`src/rtl/dtack_gen_pkg.sv`:
```
// Shared Raven68k bus definitions: terminator FSM states, decoded regions and
// default wait-state constants used by dtack_gen and the memory decoder docs.
package raven_bus_pkg;

  typedef enum logic [2:0] {
    IDLE,
    DECODE,
    WAIT,
    DWAIT,
    HANG,
    ASSERT,
    BERR
  } state_t;

  typedef enum logic [1:0] {
    REG_NONE,
    REG_RAM,
    REG_ROM,
    REG_DUART
  } region_t;

  localparam int DEF_RAM_WAIT = 0;
  localparam int DEF_ROM_WAIT = 2;
  localparam int DEF_WAIT_W   = 4;
`ifdef DTACK_GEN_WATCHDOG_EN
  localparam int DEF_WDOG_CYCLES = 64;
  localparam int DEF_WDOG_W      = 8;
`endif

  // Idle level of the active-low strobes, used as the synchronizer preset.
  localparam logic SYNC_PRESET = 1'b1;

  // Region priority ROM > DUART > RAM; all selects are active-low.
  function automatic region_t decode_region(input logic [1:0] ram_cs,
                                            input logic [1:0] rom_cs,
                                            input logic       duart_cs);
    if (rom_cs != 2'b11) return REG_ROM;
    if (!duart_cs)       return REG_DUART;
    if (ram_cs != 2'b11) return REG_RAM;
    return REG_NONE;
  endfunction

endpackage

```
`src/rtl/dtack_gen_sync2.sv`:
```
// Two-flop synchronizer for active-low asynchronous strobes; both flops
// preset to the inactive (high) level on reset.
module sync2
  import raven_bus_pkg::*;
(
  input  logic clk,
  input  logic reset,
  input  logic d,
  output logic q
);

  logic meta;

  always_ff @(posedge clk or negedge reset) begin
    if (!reset) begin
      meta <= SYNC_PRESET;
      q    <= SYNC_PRESET;
    end else begin
      meta <= d;
      q    <= meta;
    end
  end

endmodule

```
`src/rtl/dtack_gen.sv`:
```
// Raven68k bus-cycle terminator: drives /DTACK after a per-region wait count,
// or after the DUART's own /DTACK. Build with DTACK_GEN_WATCHDOG_EN for /BERR.
module dtack_gen
  import raven_bus_pkg::*;
#(
  parameter int RAM_WAIT = DEF_RAM_WAIT,
  parameter int ROM_WAIT = DEF_ROM_WAIT,
  parameter int WAIT_W   = DEF_WAIT_W
`ifdef DTACK_GEN_WATCHDOG_EN
  ,
  parameter int WDOG_CYCLES = DEF_WDOG_CYCLES,
  parameter int WDOG_W      = DEF_WDOG_W
`endif
) (
  input  logic       clk,
  input  logic       reset,
  input  logic       as,
  input  logic       ram_evn_cs,
  input  logic       ram_odd_cs,
  input  logic       rom_evn_cs,
  input  logic       rom_odd_cs,
  input  logic       duart_cs,
  input  logic       duart_dtack,
  output logic       dtack,
  output logic       berr,
  output logic       busy,
  output logic [2:0] state_dbg
);

  state_t            state;
  logic [WAIT_W-1:0] wcnt;
  logic              as_s;
  logic              dk_s;
  region_t           region;

  sync2 u_as_sync (.clk(clk), .reset(reset), .d(as),          .q(as_s));
  sync2 u_dk_sync (.clk(clk), .reset(reset), .d(duart_dtack), .q(dk_s));

  // Selects are held stable by the decoder while /AS is low, so no sync needed.
  assign region    = decode_region({ram_evn_cs, ram_odd_cs},
                                   {rom_evn_cs, rom_odd_cs}, duart_cs);
  assign busy      = (state != IDLE);
  assign state_dbg = state;

`ifdef DTACK_GEN_WATCHDOG_EN
  logic [WDOG_W-1:0] wdog;
  logic              wdog_hit;
  assign wdog_hit = (wdog == WDOG_W'(WDOG_CYCLES - 1));
`else
  assign berr = 1'b1;
`endif

  always_ff @(posedge clk or negedge reset) begin
    if (!reset) begin
      state <= IDLE;
      wcnt  <= '0;
      dtack <= 1'b1;
`ifdef DTACK_GEN_WATCHDOG_EN
      wdog  <= '0;
      berr  <= 1'b1;
`endif
    end else begin
      case (state)
        IDLE: if (!as_s) state <= DECODE;
        DECODE: begin
          if (as_s) begin
            state <= IDLE;
          end else begin
            case (region)
              REG_ROM: begin
                wcnt  <= WAIT_W'(ROM_WAIT);
                state <= WAIT;
              end
              REG_RAM: begin
                wcnt  <= WAIT_W'(RAM_WAIT);
                state <= WAIT;
              end
              REG_DUART: state <= DWAIT;
              default:   state <= HANG;
            endcase
          end
        end
        // A strobe release seen on the same edge as wcnt==0 aborts the cycle.
        WAIT: begin
          if (as_s) begin
            state <= IDLE;
            wcnt  <= '0;
          end else if (wcnt == '0) begin
            state <= ASSERT;
            dtack <= 1'b0;
          end else begin
            wcnt <= wcnt - 1'b1;
          end
        end
        DWAIT: begin
          if (as_s) begin
            state <= IDLE;
          end else if (!dk_s) begin
            state <= ASSERT;
            dtack <= 1'b0;
          end
        end
        HANG: if (as_s) state <= IDLE;
        ASSERT: begin
          if (as_s) begin
            state <= IDLE;
            dtack <= 1'b1;
          end
        end
        BERR: begin
          if (as_s) begin
            state <= IDLE;
`ifdef DTACK_GEN_WATCHDOG_EN
            berr  <= 1'b1;
`endif
          end
        end
        default: state <= IDLE;
      endcase

`ifdef DTACK_GEN_WATCHDOG_EN
      if (state == IDLE) begin
        wdog <= '0;
      end else if (state != ASSERT && wdog != '1) begin
        wdog <= wdog + 1'b1;
      end
      // Watchdog expiry overrides any termination scheduled on the same edge.
      if ((state == DECODE || state == WAIT || state == DWAIT || state == HANG)
          && !as_s && wdog_hit) begin
        state <= BERR;
        berr  <= 1'b0;
        dtack <= 1'b1;
        wcnt  <= '0;
      end
`endif
    end
  end

endmodule

```
`config.mk`:
```
export PLATFORM = sky130hd
export DESIGN_NAME = dtack_gen
export DESIGN_NICKNAME = d
export VERILOG_FILES = /design/src/rtl/dtack_gen_pkg.sv /design/src/rtl/dtack_gen_sync2.sv /design/src/rtl/dtack_gen.sv
export SDC_FILE = /design/constraint.sdc
export NUM_CORES = 1
export LEC_CHECK = 0
export BUFFER_PORTS_ARGS = -buffer_cell sky130_fd_sc_hd__clkbuf_2
export CAP_MARGIN = 10
export CELL_PAD_IN_SITES_DETAIL_PLACEMENT = 1
export CELL_PAD_IN_SITES_GLOBAL_PLACEMENT = 1
export CORE_MARGIN = 2
export CORE_UTILIZATION = 34
export CTS_BUF_LIST = sky130_fd_sc_hd__clkbuf_16
export CTS_CLUSTER_SIZE = 30
export DETAILED_ROUTE_END_ITERATION = 8
export GPL_ROUTABILITY_DRIVEN = 0
export PLACE_DENSITY_LB_ADDON = 0.05
export SLEW_MARGIN = 40
export SYNTH_ARGS = -nofsm -noshare
export SYNTH_HDL_FRONTEND = slang
export SYNTH_SLANG_ARGS = --single-unit
```
`constraint.sdc`:
```
create_clock -name clk -period 1.6 [get_ports clk]
set_input_delay 0.32 -clock clk [delete_from_list [all_inputs] [get_ports clk]]
set_output_delay 0.32 -clock clk [all_outputs]
set_load 0.005 [all_outputs]
```
==> metrics.cfg <==
[run_status]
status = finished, violations left
violations = negative setup slack

[worst_hold_path]
min_path_type = in2reg
hold_start = duart_dtack
holdPathEnd = u_dk_sync.meta$_DFF_PN1_
min_path_cells = 1

[timing]
skew_ns = 0.0009945
min_period_over_period_pct = 107.6
drv_slew = 0
worst_slack_ns = -0.1214
fmax_ghz = 0.5809
rsz0062_at_grt = true
min_period_ns = 1.721
tns_ns = -0.3292
setup_violations = 4
hold_ws_ns = 0.1624
hold_viol = 0

[worst_setup_path]
r2r_start = state_dbg[1]$_DFFE_PN0P_
cp_slowest_stage_delay_ns = 0.46
cp-end-kind = flop
path_max_fanout = 4
required_ns = 1.72
r2r_cells = 3
critPathKind = in2reg
crit_slowest_cell = or4b_1
rrSetupSlack_ns = 0
worstReg2RegEnd = wcnt[1]$_DFFE_PN0P_
critPathLaunchType = input port
arrival_ns = 1.84
crit_chain = clkbuf_2 -> nand3_2 -> and3_4 -> ha_4 -> or4b_1 -> a21o_1 -> o32a_1

[detailed_routing]
drtIter0Drc = 5
wl_mm = 1.825
viasPerCell = 5.238
wl_per_cell_um = 14.48
vias = 660
drc = 0
firstDrtPassIters = 2
antenna_left = 0

[yosys]
ys_ff_latch = 12
synth_fp_nets = 87
synth_edf_count = 0
async_reset_ff_share_pct = 100.0
synth-main-ff-cell = dfrtp_1
yosysUniqueCellTypes = 29
syn_avg_cell_area_sq_um = 9.266
syn_area_sq_um = 685.7
synthCells = 74
yosysSeqAreaShare_pct = 44.71
yosysWarningCount = 0

[job]
max-cap-violations = 0

[cts]
cts-root-buf = clkbuf_16
clk_latency_ns = 0.24
htreeDepth = 1
tritoncts = done
clock_sinks = 12
post_cts_buffers = 0
path_clk_slew_ns = 0.04
cts_buffers = 3
clk_path_buf_depth = 2

[grt]
grt_max_degree = 13
grt_pass1_wl_mm = 3.243
grt_pass1_vias = 729
antenna_found_initial = 0
grtUsageTotal_pct = 17.57
overflow = 0

[finish]
final_nets = 113
fin_util_pct = 52.54
drive_gt1_share_pct = 44.44
antenna_cells = 0
final_area_sq_um = 1010
synthToLayoutAreaGrowth_pct = 47.26

[power]
peakVddDrop_mv = 0.6060
p_per_area_nw_per_um2 = 1536
power.total_mw = 1.551
p_leak_nw = 0.4689

[die]
ios = 15
coreArea_sq_um = 1922
die_w_um = 48.91
num_rows = 16
die_area_sq_um = 2392
die_y_um = 48.91
start_util_pct = 35.68

[placed_design]
dp_hpwl_mm = 1.315
numPortBuffers = 13
place_area_sq_um = 887.1

[cells in the mapped netlist, types with 3 or more instances]
cell / instances / area (sq um)
dfrtp_1: 7 / 175.2
o21ai_0: 7 / 35.03
nor2_1: 6 / 22.52
a21oi_1: 5 / 25.02
dfstp_2: 5 / 131.4
inv_1: 5 / 18.77
ha_1: 4 / 50.05
nand3_1: 4 / 20.02
nor3_1: 4 / 20.02
nand2_1: 3 / 11.26
[cell type report]
class | instances | area, sq um
timing repair buffer | 25 | 180.2
fill | 236 | 912.1
tap | 27 | 33.78
inverter | 5 | 18.77
multi-input combinational | 53 | 391.6
sequential | 12 | 306.5
clock inverter | 1 | 3.754
clock buffer | 3 | 75.07
[critical path: cells and delay by family]
| family | cells | cell delay [ns] |
|---|---|---|
| buffers and inverters | 1 | 0.09 |
| AOI/OAI and AO/OA | 2 | 0.55 |
| and+or+nand+nor | 3 | 0.71 |
| adders and majority gates | 1 | 0.19 |
[worst max-delay path by stage]
stage	from	to	depth (start not counted)	slack [ns]
after floorplan	ram_odd_cs	wcnt[1]$_DFFE_PN0P_	6	-0.23
after global placement	duart_cs	wcnt[1]$_DFFE_PN0P_	8	-0.37
after detailed placement	duart_cs	wcnt[1]$_DFFE_PN0P_	8	-0.40
after CTS	duart_cs	wcnt[1]$_DFFE_PN0P_	7	-0.15
after global routing	ram_odd_cs	wcnt[1]$_DFFE_PN0P_	7	-0.15
final	ram_odd_cs	wcnt[1]$_DFFE_PN0P_	7	-0.12
[through the flow]
step	setup WS, ns	std cells
finish	-0.1214	126
detailed placement	-0.3990	121
CTS	-0.1507	126
global route	-0.1546	126
floorplan	-0.2253	74
global placement	-0.3715	121
[sequential cells by signal (all words and copies together), names as in the netlist]
signal	cells
u_dk_sync.q	1
dtack	1
state_dbg	3
wcnt	4
u_dk_sync.meta	1
u_as_sync.q	1
u_as_sync.meta	1
[placed cells by master, fill, tap and decap left out, types with 3 or more instances in the layout]
cell type	instances
nand3_1	3
clkbuf_2	12
dfstp_2	5
inv_1	3
nor3_1	4
clkbuf_16	3
nand2_1	3
a21oi_1	4
buf_4	9
nor2_1	6
dfrtp_1	7
o21ai_1	4
[power breakdown]
part | switching (mW) | internal (mW) | total [mW] | leakage, nW
sequential | 0.0627 | 0.373 | 0.436 | 0.143
clock | 0.130 | 0.329 | 0.459 | 0.0385
combinational | 0.309 | 0.347 | 0.656 | 0.288
[logic make-up (layout without fill, tap and decap cells)]
family          Yosys count  after routing  share of synthesized area, %
simple gates             28             28                         22.81
compound gates           19             19                         17.34
flops                    12             12                         44.71
buf+inv                   9             34                         5.657
fa+ha+maj                 4              4                         7.300
other cells               1              1                        0.5469
mux                       1              1                         1.642
[metal layers]
layer	vias up	share of wire (%)	GRT usage, %
met3	4	4.2	3.681
li1	316	-	-
met1	324	46	20.24
met2	16	48	31.51
met5	-	0	0
met4	0	1.6	7.143
[what timing repair did]
| action | 4_1_cts | 5_1_grt |
|---|---|---|
| endpoints found under the hold margin | 7 | 0 |
| resized for setup | 12 | 4 |
| hold buffers | 1 | 0 |
| pin swaps | 2 | 4 |
| endpoints found under the setup margin | 6 | 6 |
(Power assumes the default switching activity.)
